**src/rtl/aes_pkg.sv**
```systemverilog
// Shared AES sequencer definitions: round count, round-index width,
// block type and the sequencer state encoding.
package aes_pkg;

  localparam int NUM_ROUNDS = 10;
  localparam int RC_W       = 4;

  typedef logic [127:0] aes_block_t;

  typedef enum logic [1:0] {
    IDLE  = 2'd0,
    ISSUE = 2'd1,
    WAIT  = 2'd2,
    DONE  = 2'd3
  } seq_state_t;

endpackage

```
**src/rtl/aes_round_sequencer.sv**
```systemverilog
// Iterative AES-128 encryption controller. It performs the initial
// AddRoundKey and then drives one external round unit through NUM_ROUNDS
// rounds. The state and round-key registers feed the round unit directly.
// The final round is flagged so the round unit can skip MixColumns.
module aes_round_sequencer
  import aes_pkg::*;
(
  input  logic            clk,
  input  logic            rst,
  input  logic            in_valid,
  output logic            in_ready,
  input  logic [127:0]    plaintext_in,
  input  logic [127:0]    key_in,
  output logic            out_valid,
  input  logic            out_ready,
  output logic [127:0]    ciphertext_out,
  output logic            rnd_start,
  output logic [RC_W-1:0] rnd_rc,
  output logic            rnd_final,
  output logic [127:0]    rnd_data,
  output logic [127:0]    rnd_key,
  input  logic            rnd_done,
  input  logic [127:0]    rnd_data_in,
  input  logic [127:0]    rnd_key_in,
  output logic            busy
);

  localparam logic [RC_W-1:0] RC_LAST = RC_W'(NUM_ROUNDS - 1);
  localparam logic [RC_W-1:0] RC_ZERO = {RC_W{1'b0}};

  seq_state_t      state_r;
  seq_state_t      state_nxt_s;
  logic            accept_s;
  logic            round_ret_s;
  logic [RC_W-1:0] rc_inc_s;

  // A block is taken only in IDLE. A returning round only counts in WAIT,
  // so any rnd_done seen in another state is ignored.
  assign accept_s    = (state_r == IDLE) && in_valid;
  assign round_ret_s = (state_r == WAIT) && rnd_done;
  assign rc_inc_s    = rnd_rc + RC_W'(1);

  // State register.
  always_ff @(posedge clk or posedge rst) begin
    if (rst) begin
      state_r <= IDLE;
    end else begin
      state_r <= state_nxt_s;
    end
  end

  // Next-state logic. ISSUE always lasts exactly one cycle.
  always_comb begin
    state_nxt_s = state_r;
    case (state_r)
      IDLE: begin
        if (in_valid) state_nxt_s = ISSUE;
        else          state_nxt_s = IDLE;
      end
      ISSUE: state_nxt_s = WAIT;
      WAIT: begin
        if (rnd_done) state_nxt_s = rnd_final ? DONE : ISSUE;
        else          state_nxt_s = WAIT;
      end
      DONE: begin
        if (out_ready) state_nxt_s = IDLE;
        else           state_nxt_s = DONE;
      end
      default: state_nxt_s = IDLE;
    endcase
  end

  // Outputs that are decoded directly from the state flops.
  always_comb begin
    in_ready  = 1'b0;
    rnd_start = 1'b0;
    busy      = 1'b1;
    case (state_r)
      IDLE: begin
        in_ready = 1'b1;
        busy     = 1'b0;
      end
      ISSUE:   rnd_start = 1'b1;
      WAIT:    rnd_start = 1'b0;
      DONE:    rnd_start = 1'b0;
      default: busy      = 1'b1;
    endcase
  end

  // Round state, round key, round index and final-round flag.
  // The final flag is precomputed whenever the index changes, so it is
  // already valid during ISSUE and stays stable through WAIT.
  always_ff @(posedge clk or posedge rst) begin
    if (rst) begin
      rnd_data  <= 128'd0;
      rnd_key   <= 128'd0;
      rnd_rc    <= RC_ZERO;
      rnd_final <= 1'b0;
    end else if (accept_s) begin
      rnd_data  <= plaintext_in ^ key_in;
      rnd_key   <= key_in;
      rnd_rc    <= RC_ZERO;
      rnd_final <= (RC_ZERO == RC_LAST);
    end else if (round_ret_s && !rnd_final) begin
      rnd_data  <= rnd_data_in;
      rnd_key   <= rnd_key_in;
      rnd_rc    <= rc_inc_s;
      rnd_final <= (rc_inc_s == RC_LAST);
    end else begin
      rnd_data  <= rnd_data;
      rnd_key   <= rnd_key;
      rnd_rc    <= rnd_rc;
      rnd_final <= rnd_final;
    end
  end

  // Result register and output valid, held until the consumer accepts.
  always_ff @(posedge clk or posedge rst) begin
    if (rst) begin
      ciphertext_out <= 128'd0;
      out_valid      <= 1'b0;
    end else if (round_ret_s && rnd_final) begin
      ciphertext_out <= rnd_data_in;
      out_valid      <= 1'b1;
    end else if ((state_r == DONE) && out_ready) begin
      ciphertext_out <= ciphertext_out;
      out_valid      <= 1'b0;
    end else begin
      ciphertext_out <= ciphertext_out;
      out_valid      <= out_valid;
    end
  end

endmodule

```
**config.mk**
```make
export PLATFORM = sky130hd
export DESIGN_NAME = aes_round_sequencer
export DESIGN_NICKNAME = d
export VERILOG_FILES = /design/src/rtl/aes_pkg.sv /design/src/rtl/aes_round_sequencer.sv
export SDC_FILE = /design/constraint.sdc
export NUM_CORES = 1
export LEC_CHECK = 0
export BUFFER_PORTS_ARGS = -buffer_cell sky130_fd_sc_hd__buf_4
export CORE_AREA = 2 2 355 357
export CTS_CLUSTER_DIAMETER = 30
export DETAILED_ROUTE_END_ITERATION = 10
export DIE_AREA = 0 0 357 359
export HOLD_SLACK_MARGIN = 0.15
export PLACE_DENSITY = 0.39
export SYNTH_ARGS = -nofsm -noshare
export SYNTH_HDL_FRONTEND = slang
export SYNTH_SLANG_ARGS = --single-unit
```
**constraint.sdc**
```tcl
create_clock -name clk -period 15.38 [get_ports clk]
set_input_delay 1.538 -clock clk [delete_from_list [all_inputs] [get_ports clk]]
set_output_delay 1.538 -clock clk [all_outputs]
set_load 0.05 [all_outputs]
```
Yosys cells after proc, flatten, opt, wreduce, memory -nomap -nowiden
Cells that the tools add are included.
{"block": "word_totals", "reg_bits": 392, "in_bits": 517, "out_inout_bits": 393, "wordCells": 40}
{"block": "op_classes", "n_addsub": 1, "n_eq_ne": 4, "mux": 18, "bitwise": 1, "reduce_logical": 9}
{"cell": "128-bit two-way mux", "n": 4}
{"cell": "128-bit XOR", "n": 1}
{"cell": "1-bit two-way mux", "n": 8}
{"cell": "4-bit two-way mux", "n": 2}
{"cell": "2-bit case mux with 4 select lines", "n": 1}
{"cell": "2-bit two-way mux", "n": 3}
{"cell": "1-bit logical AND", "n": 5}
{"cell": "4-bit by 1-bit adder with 4-bit output, second input constant", "n": 1}
{"cell": "2-bit == test, second input constant", "n": 2}
{"cell": "4-bit == test, second input constant", "n": 1}
{"cell": "2-bit nonzero test", "n": 2}
{"cell": "2-bit by 1-bit == test with 1-bit output, second input constant", "n": 1}
{"cell": "2-bit logical NOT", "n": 1}
{"cell": "1-bit logical NOT", "n": 1}

Longest topological paths before layout
Gate-level depths: netlist of run 1.
{"block": "logic_depth", "ltp_word": 5, "ltp_mapped": 7, "ltp_nobuf": 4}

Worst setup path before layout of run 1
OpenSTA, ideal clock, no wires.
{"block": "synth_path", "path_kind": "flip-flop to output port", "start": "register state_r[1]", "end": "output port busy", "t_arrival_ps": 1646, "required_ps": 13842, "path_slack_ps": 12196, "path_stages_with_launch": 4, "n_path_buf": 1, "cell_sequence": "dfrtp_1 -> buf_2 -> nor2_1 -> inv_1"}
{"block": "synth_via", "elab_chain_cells": 2}
{"item": "start: declaration", "line_no": "aes_round_sequencer.sv:31", "text": "seq_state_t state_r;"}
{"item": "start signal: assignment", "line_no": "aes_round_sequencer.sv:48", "text": "state_r <= state_nxt_s;"}
{"item": "2-bit logical NOT", "line_no": "aes_round_sequencer.sv:78", "text": "case (state_r)"}
{"item": "1-bit two-way mux", "line_no": "aes_round_sequencer.sv:78"}
{"item": "end: declaration", "line_no": "aes_round_sequencer.sv:25", "text": "output logic busy"}
Every way passes these cells.

Final worst setup path of run 1
{"block": "layout_path", "start": "input port in_valid", "end": "register rnd_data[97]"}
{"block": "layout_via", "elab_chain_cells": 2, "word_cells_on_any_way": 3, "classes_between": "mux (1); reduce/logical (2)"}
{"item": "start: declaration", "line_no": "aes_round_sequencer.sv:10", "text": "input logic in_valid,"}
{"item": "1-bit logical AND (*)", "line_no": "aes_round_sequencer.sv:39", "text": "assign accept_s = (state_r == IDLE) && in_valid;"}
{"item": "128-bit two-way mux or 2-bit nonzero test (tied branches)"}
{"item": "end signal: assignment", "line_no": "aes_round_sequencer.sv:100", "text": "rnd_data <= plaintext_in ^ key_in;"}
{"item": "end signal: assignment", "line_no": "aes_round_sequencer.sv:105", "text": "rnd_data <= rnd_data_in;"}
{"item": "end signal: assignment", "line_no": "aes_round_sequencer.sv:110", "text": "rnd_data <= rnd_data;"}
{"item": "end: declaration", "line_no": "aes_round_sequencer.sv:20", "text": "output logic [127:0] rnd_data,"}
Mark *: on every way between the ends. The rest lies on a longest branch, timed or not.
A chain may end at the register's enable or synchronous reset.

==> impl_metrics.env, run 1 <==
export IMPL_status="complete, no violations"
export IMPL_slew_headroom=0.345
export IMPL_syn_avg_cell_area_um2=10.9
export IMPL_vias_per_cell=3.77
export IMPL_finalCriticalPeriod_ns=3.52
export IMPL_syn_inst=1564
export IMPL_reg2reg_slack_ns=12.24
export IMPL_initial_utilization=0.137
export IMPL_finalHoldViolations=0
export IMPL_worstMarginPinSlew_ns=0.983
export IMPL_async_flop_share=1.00
export IMPL_cp_arrival_ns=4.14
export IMPL_clk_pin_slew_worst_paths_ns=0.04
export IMPL_wirelength_um=89500
export IMPL_cp_max_fo=72
export IMPL_antenna_found_initial=5
export IMPL_ff_latch_area_um2=9810
export IMPL_cap_violations=0
export IMPL_dieHeight_um=359
export IMPL_synth_fp_nets=2083
export IMPL_yosysWarnings=0
export IMPL_synthDistinctLibCells=32
export IMPL_place_area_um2=25600
export IMPL_fin_area_um2=30300
export IMPL_yosysSeqAreaShare=0.575
export IMPL_numClockSinks=392
export IMPL_insertion_delay_ns=0.72
export IMPL_dr_pass1_iters=6
export IMPL_cp_required_ns=16.00
export IMPL_peakVddDrop_v=0.000120
export IMPL_first_global_vias=17000
export IMPL_fp_dieW_um=357
export IMPL_whs_ns=0.487
export IMPL_routedWlPerCell_um=20.9
export IMPL_cpMaxStageDelayCell="buf_4"
export IMPL_ios=910
export IMPL_drive_gt1_frac=0.491
export IMPL_ant_nets=0
export IMPL_vias=16100
export IMPL_rsz0062_at_grt="no"
export IMPL_multi_input_area_um2=6110
export IMPL_cts_setup_buffers=0
export IMPL_fin_tns_setup_ns=0
export IMPL_grt_use_total=0.136
export IMPL_cts_root_buffer="clkbuf_16"
export IMPL_power_total_w=0.00773
export IMPL_setup_viol=0
export IMPL_place_gp_congestion=0.928
export IMPL_grt_pass1_wl_um=126000
export IMPL_cts_resized=0
export IMPL_synthesis_area_um2=17100
export IMPL_num_rows=130
export IMPL_max_stage_delay_ns=0.76
export IMPL_post_dp_hpwl_um=67200
export IMPL_critPathKind="primary input to register"
export IMPL_cp_end_kind="register"
export IMPL_area_delta_synth_final_pct=77.7
export IMPL_dieArea_um2=128000
export IMPL_nFillCells=13600
export IMPL_core_area_um2=125000
export IMPL_cts_buffers=134
export IMPL_worstPathCellList="buf_4 -> or3b_4 -> buf_4 -> buf_4 -> o22ai_1 -> a21oi_1"
export IMPL_synth_main_ff_cell="dfrtp_1"
export IMPL_finalCritPeriodShare=0.229
export IMPL_fin_nets=3040
export IMPL_postCtsHoldBufs=0
export IMPL_clockBufferDepth=3
export IMPL_drc=0
export IMPL_cp_common_cell="buf_4"
export IMPL_hp_class="register to register"
export IMPL_skew_ns=0.0267
export IMPL_grt_remaining_overflow=0
export IMPL_startpoint_type="primary input"
export IMPL_cts_htree_levels=4
export IMPL_power_per_cell_area_nw_per_um2=255
export IMPL_cts_tree="done"
export IMPL_slew_viol_final=0
export IMPL_fmax_ghz=0.284
export IMPL_synth_edf_count=0
export IMPL_p_leak_nw=14.9
export IMPL_first_iter_violations=721
export IMPL_synth_seq_cells=392
export IMPL_grt_max_degree=136
export IMPL_io_buffers=909
-- state kept, by name, indices dropped and copies added (netlist names) --
signal and flops:
ciphertext_out 128, rnd_data 128, rnd_key 128, rnd_rc 4
state_r 2, out_valid 1, rnd_final 1
-- placed cells by master (no fill, tap or decap), types with 2 or more instances in the layout --
cell,netlist,final
buf_4,11,932
dfrtp_1,392,392
o22ai_1,221,221
inv_1,163,162
clkbuf_16,0,136
mux2_2,128,128
xor2_1,127,127
a21oi_1,127,127
nor2_1,99,98
nor3_1,95,95
o21ai_0,35,35
a22oi_1,33,33
clkbuf_8,0,28
clkinv_2,0,23
clkbuf_1,31,22
bufinv_16,0,15
nand2_1,7,7
inv_6,0,5
clkinvlp_4,0,5
nand3_1,3,3
xnor2_1,3,3
clkinv_8,0,3
inv_16,0,3
nor2b_1,2,2
a221o_1,2,2
nor3b_1,3,2
ha_1,2,2
clkinv_4,0,2
clkinv_16,0,2
-- area by class of cell --
class	count	area share
clock inverter	58	0.0275
sequential	392	0.323
antenna	1	0.0000825
multi-input combinational	897	0.201
timing repair buffer	933	0.231
tap	1650	0.0681
clock buffer	186	0.128
inverter	163	0.0204
-- critical path: cells and delay by family --
kind | cells | cell delay (ns)
AND/OR/NAND/NOR | 1 | 0.48
AO/OA/AOI/OAI | 2 | 0.33
buffers and inverters | 3 | 1.59
-- power by group --
group / internal (W) / total (W) / switching (W)
clock: 0.00200 / 0.00280 / 0.000803
combinational: 0.000917 / 0.00325 / 0.00233
sequential: 0.00143 / 0.00168 / 0.000249
-- synth_stat cells (3+ instances only) --
| cell | n | share of area |
|---|---|---|
| dfrtp_1 | 392 | 0.57 |
| buf_1 | 9 | 0.0020 |
| buf_6 | 5 | 0.0033 |
| inv_1 | 163 | 0.036 |
| o21ai_0 | 35 | 0.010 |
| a22oi_1 | 33 | 0.015 |
| xnor2_1 | 3 | 0.0015 |
| buf_4 | 11 | 0.0048 |
| clkbuf_1 | 31 | 0.0068 |
| buf_2 | 56 | 0.016 |
| xor2_1 | 127 | 0.065 |
| nand3_1 | 3 | 0.00088 |
| a21oi_1 | 127 | 0.037 |
| o22ai_1 | 221 | 0.081 |
| nand2_1 | 7 | 0.0015 |
| mux2_2 | 128 | 0.084 |
| nor3b_1 | 3 | 0.0013 |
| nor2_1 | 99 | 0.022 |
| nor3_1 | 95 | 0.028 |
-- kinds of logic after synthesis --
family,synth area share
flip-flops,0.575
AO/OA/AOI/OAI,0.146
multiplexers,0.0845
XOR/XNOR,0.0667
adder cells (fa/ha/maj),0.00147
AND/OR/NAND/NOR,0.0573
buffers and inverters,0.0692
-- metal layers --
| layer | wire [µm] | vias to the layer above | global-route usage |
|---|---|---|---|
| li1 | - | 7438 | - |
| met1 | 36600 | 7939 | 0.163 |
| met2 | 43900 | 615 | 0.226 |
| met3 | 7080 | 130 | 0.0483 |
| met4 | 1880 | 0 | 0.0424 |
| met5 | 0 | - | 0 |
-- path summary, 6_finish.rpt --
kind                            start            to  depth (start not counted)
max                          in_valid  rnd_data[97]                          6
min                         out_valid     out_valid                          2
max reg2reg                state_r[1]  rnd_data[97]                          5
min reg2reg                 out_valid     out_valid                          2
max in group asynchronous         rst  rnd_data[10]                          4
min in group asynchronous         rst   rnd_key[74]                          2
-- per-stage QoR --
| step | utilization | cells | worst slack, ns |
|---|---|---|---|
| after floorplan | - | 1564 | 2.94 |
| after global placement | 0.206 | 4035 | 11.23 |
| after detailed placement | 0.206 | 4035 | 11.19 |
| after CTS | 0.243 | 4279 | 11.93 |
| after global routing | 0.243 | 4280 | 11.79 |
| final | 0.243 | 4280 | 11.86 |
(Power assumes the default switching activity.)
==> run 2, diff against run 1 <==
==> constraint.sdc (replaced) <==
create_clock -name clk -period 3.45 [get_ports clk]
set_input_delay 0.345 -clock clk [delete_from_list [all_inputs] [get_ports clk]]
set_output_delay 0.345 -clock clk [all_outputs]
set_load 0.05 [all_outputs]
==> run 2 against run 1 <==
Die area unchanged. Largest cell class is now non-clock buffers. Sequential share of layout area is 5.9 points lower. Clock skew is 0.016 ns higher. Clock-buffer cell count rose by 11.
==> impl_metrics.env, run 2 (same netlist as run 1, synthesis figures left out) <==
export IMPL_status="complete, no violations"
export IMPL_finalCriticalPeriod_ns=2.88
export IMPL_clockBufferDepth=3
export IMPL_postCtsHoldBufs=637
export IMPL_finalHoldViolations=0
export IMPL_grt_pass1_wl_um=134000
export IMPL_vias=18900
export IMPL_insertion_delay_ns=0.75
export IMPL_placed_cells=4049
export IMPL_grt_max_degree=105
export IMPL_rsz0062_at_grt="no"
export IMPL_cts_htree_levels=4
export IMPL_cts_buffers=141
export IMPL_grt_use_total=0.142
export IMPL_drc=0
export IMPL_finalCritPeriodShare=0.836
export IMPL_peakVddDrop_v=0.000545
export IMPL_place_gp_congestion=0.911
export IMPL_cp_required_ns=4.08
export IMPL_fin_tns_setup_ns=0
export IMPL_vias_per_cell=3.83
export IMPL_fin_nets=3698
export IMPL_cts_setup_buffers=0
export IMPL_io_buffers=909
export IMPL_startpoint_type="register"
export IMPL_p_comb_frac=0.440
export IMPL_place_area_um2=25900
export IMPL_dr_pass1_iters=5
export IMPL_critPathKind="register to register"
export IMPL_routedWlPerCell_um=19.0
export IMPL_ant_nets=0
export IMPL_top_regs="ciphertext_out (128), rnd_data (128), rnd_key (128)"
export IMPL_seqPwrFrac=0.206
export IMPL_switching_share=0.430
export IMPL_slew_viol_final=0
export IMPL_dieHeight_um=359
export IMPL_skew_ns=0.0431
export IMPL_power_per_cell_area_nw_per_um2=972
export IMPL_cap_violations=0
export IMPL_worstPathCellList="or3b_4 -> buf_12 -> o22ai_1 -> dlygate4sd3_1 -> nor2_1"
export IMPL_cp_end_kind="register"
export IMPL_clkPwrFrac=0.353
export IMPL_clk_pin_slew_worst_paths_ns=0.04
export IMPL_grt_remaining_overflow=0
export IMPL_cp_max_fo=99
export IMPL_cts_resized=0
export IMPL_post_dp_hpwl_um=66300
export IMPL_layout_common_cells="buf_4 (931), dlygate4sd3_1 (637), dfrtp_1 (392)"
export IMPL_fin_area_um2=37200
export IMPL_first_iter_violations=886
export IMPL_worstMarginPinSlew_ns=0.879
export IMPL_setup_viol=0
export IMPL_switchingPower_w=0.0155
export IMPL_area_delta_synth_final_pct=118
export IMPL_drive_gt1_frac=0.398
export IMPL_cts_root_buffer="clkbuf_16"
export IMPL_cp_arrival_ns=3.51
export IMPL_dieArea_um2=128000
export IMPL_core_area_um2=125000
export IMPL_internal_power_w=0.0206
export IMPL_p_leak_nw=17.9
export IMPL_ios=910
export IMPL_antenna_found_initial=6
export IMPL_num_rows=130
export IMPL_wirelength_um=93600
export IMPL_cts_tree="done"
export IMPL_initial_utilization=0.137
export IMPL_first_global_vias=20500
export IMPL_final_common_cell="buf_4"
export IMPL_cpMaxStageDelayCell="or3b_4"
export IMPL_numClockSinks=392
export IMPL_final_cells=4938
export IMPL_fmax_ghz=0.347
export IMPL_max_stage_delay_ns=0.68
export IMPL_slew_headroom=0.414
export IMPL_fp_dieW_um=357
export IMPL_hp_class="primary input to register"
-- run 2: per-layer routing --
metal / global-route usage / vias up / wire [µm]
met5: 0 / - / 12
met4: 0.0645 / 2 / 3610
met3: 0.0487 / 195 / 6930
met2: 0.238 / 725 / 45400
met1: 0.163 / 9230 / 37700
li1: - / 8753 / -
-- run 2: through the flow --
| step | power (W) | utilization | hold WS [ns] | setup slack [ns] |
|---|---|---|---|---|
| 5_1_grt | 0.0378 | 0.298 | 0.171 | 0.538 |
| 3_3_place_gp | 0.0223 | 0.208 | 0.415 | 0.994 |
| 3_5_place_dp | 0.0223 | 0.208 | 0.421 | 0.959 |
| 4_1_cts | 0.0365 | 0.298 | 0.150 | 0.738 |
| 2_1_floorplan | 0.0167 | - | 0.484 | -2.17 |
| 6_report | 0.0361 | 0.298 | 0.196 | 0.566 |
-- run 2: worst max-delay path: cells and delay by family (launching register included) --
family	cells	cell delay (ns)
AOI/OAI and AO/OA	1	0.37
DFF	1	0.49
buffers and inverters	2	0.86
and+or+nand+nor	2	0.72
-- run 2: final cells by class --
cell class                      instances  area (µm²)
Multi-Input combinational cell        897        6110
Clock inverter                         53         806
Clock buffer                          197        4060
Fill cell                           13000       87400
Sequential cell                       392        9810
Timing Repair Buffer                 1584       13700
Inverter                              163         616
Antenna cell                            2        5.00
Tap cell                             1650        2060
-- run 2: power groups by stage --
| stage | clock (W) | combinational, W | sequential (W) |
|---|---|---|---|
| 6_report | 0.0128 | 0.0159 | 0.00745 |
| 5_1_grt | 0.0134 | 0.0168 | 0.00769 |
| 3_5_place_dp | 0 | 0.0149 | 0.00748 |
| 4_1_cts | 0.0130 | 0.0160 | 0.00746 |
| 2_1_floorplan | 0 | 0.00347 | 0.0132 |
| 3_3_place_gp | 0 | 0.0149 | 0.00746 |
-- run 2: final timing paths --
kind,startpoint,to,slack [ns],depth (start not counted)
max,state_r[1],rnd_key[127],0.57,5
min,key_in[70],rnd_data[70],0.20,4
max reg2reg,state_r[1],rnd_key[127],0.57,5
min reg2reg,out_valid,out_valid,0.47,2
max in group asynchronous,rst,rnd_key[109],1.62,6
min in group asynchronous,rst,rnd_data[79],0.79,4
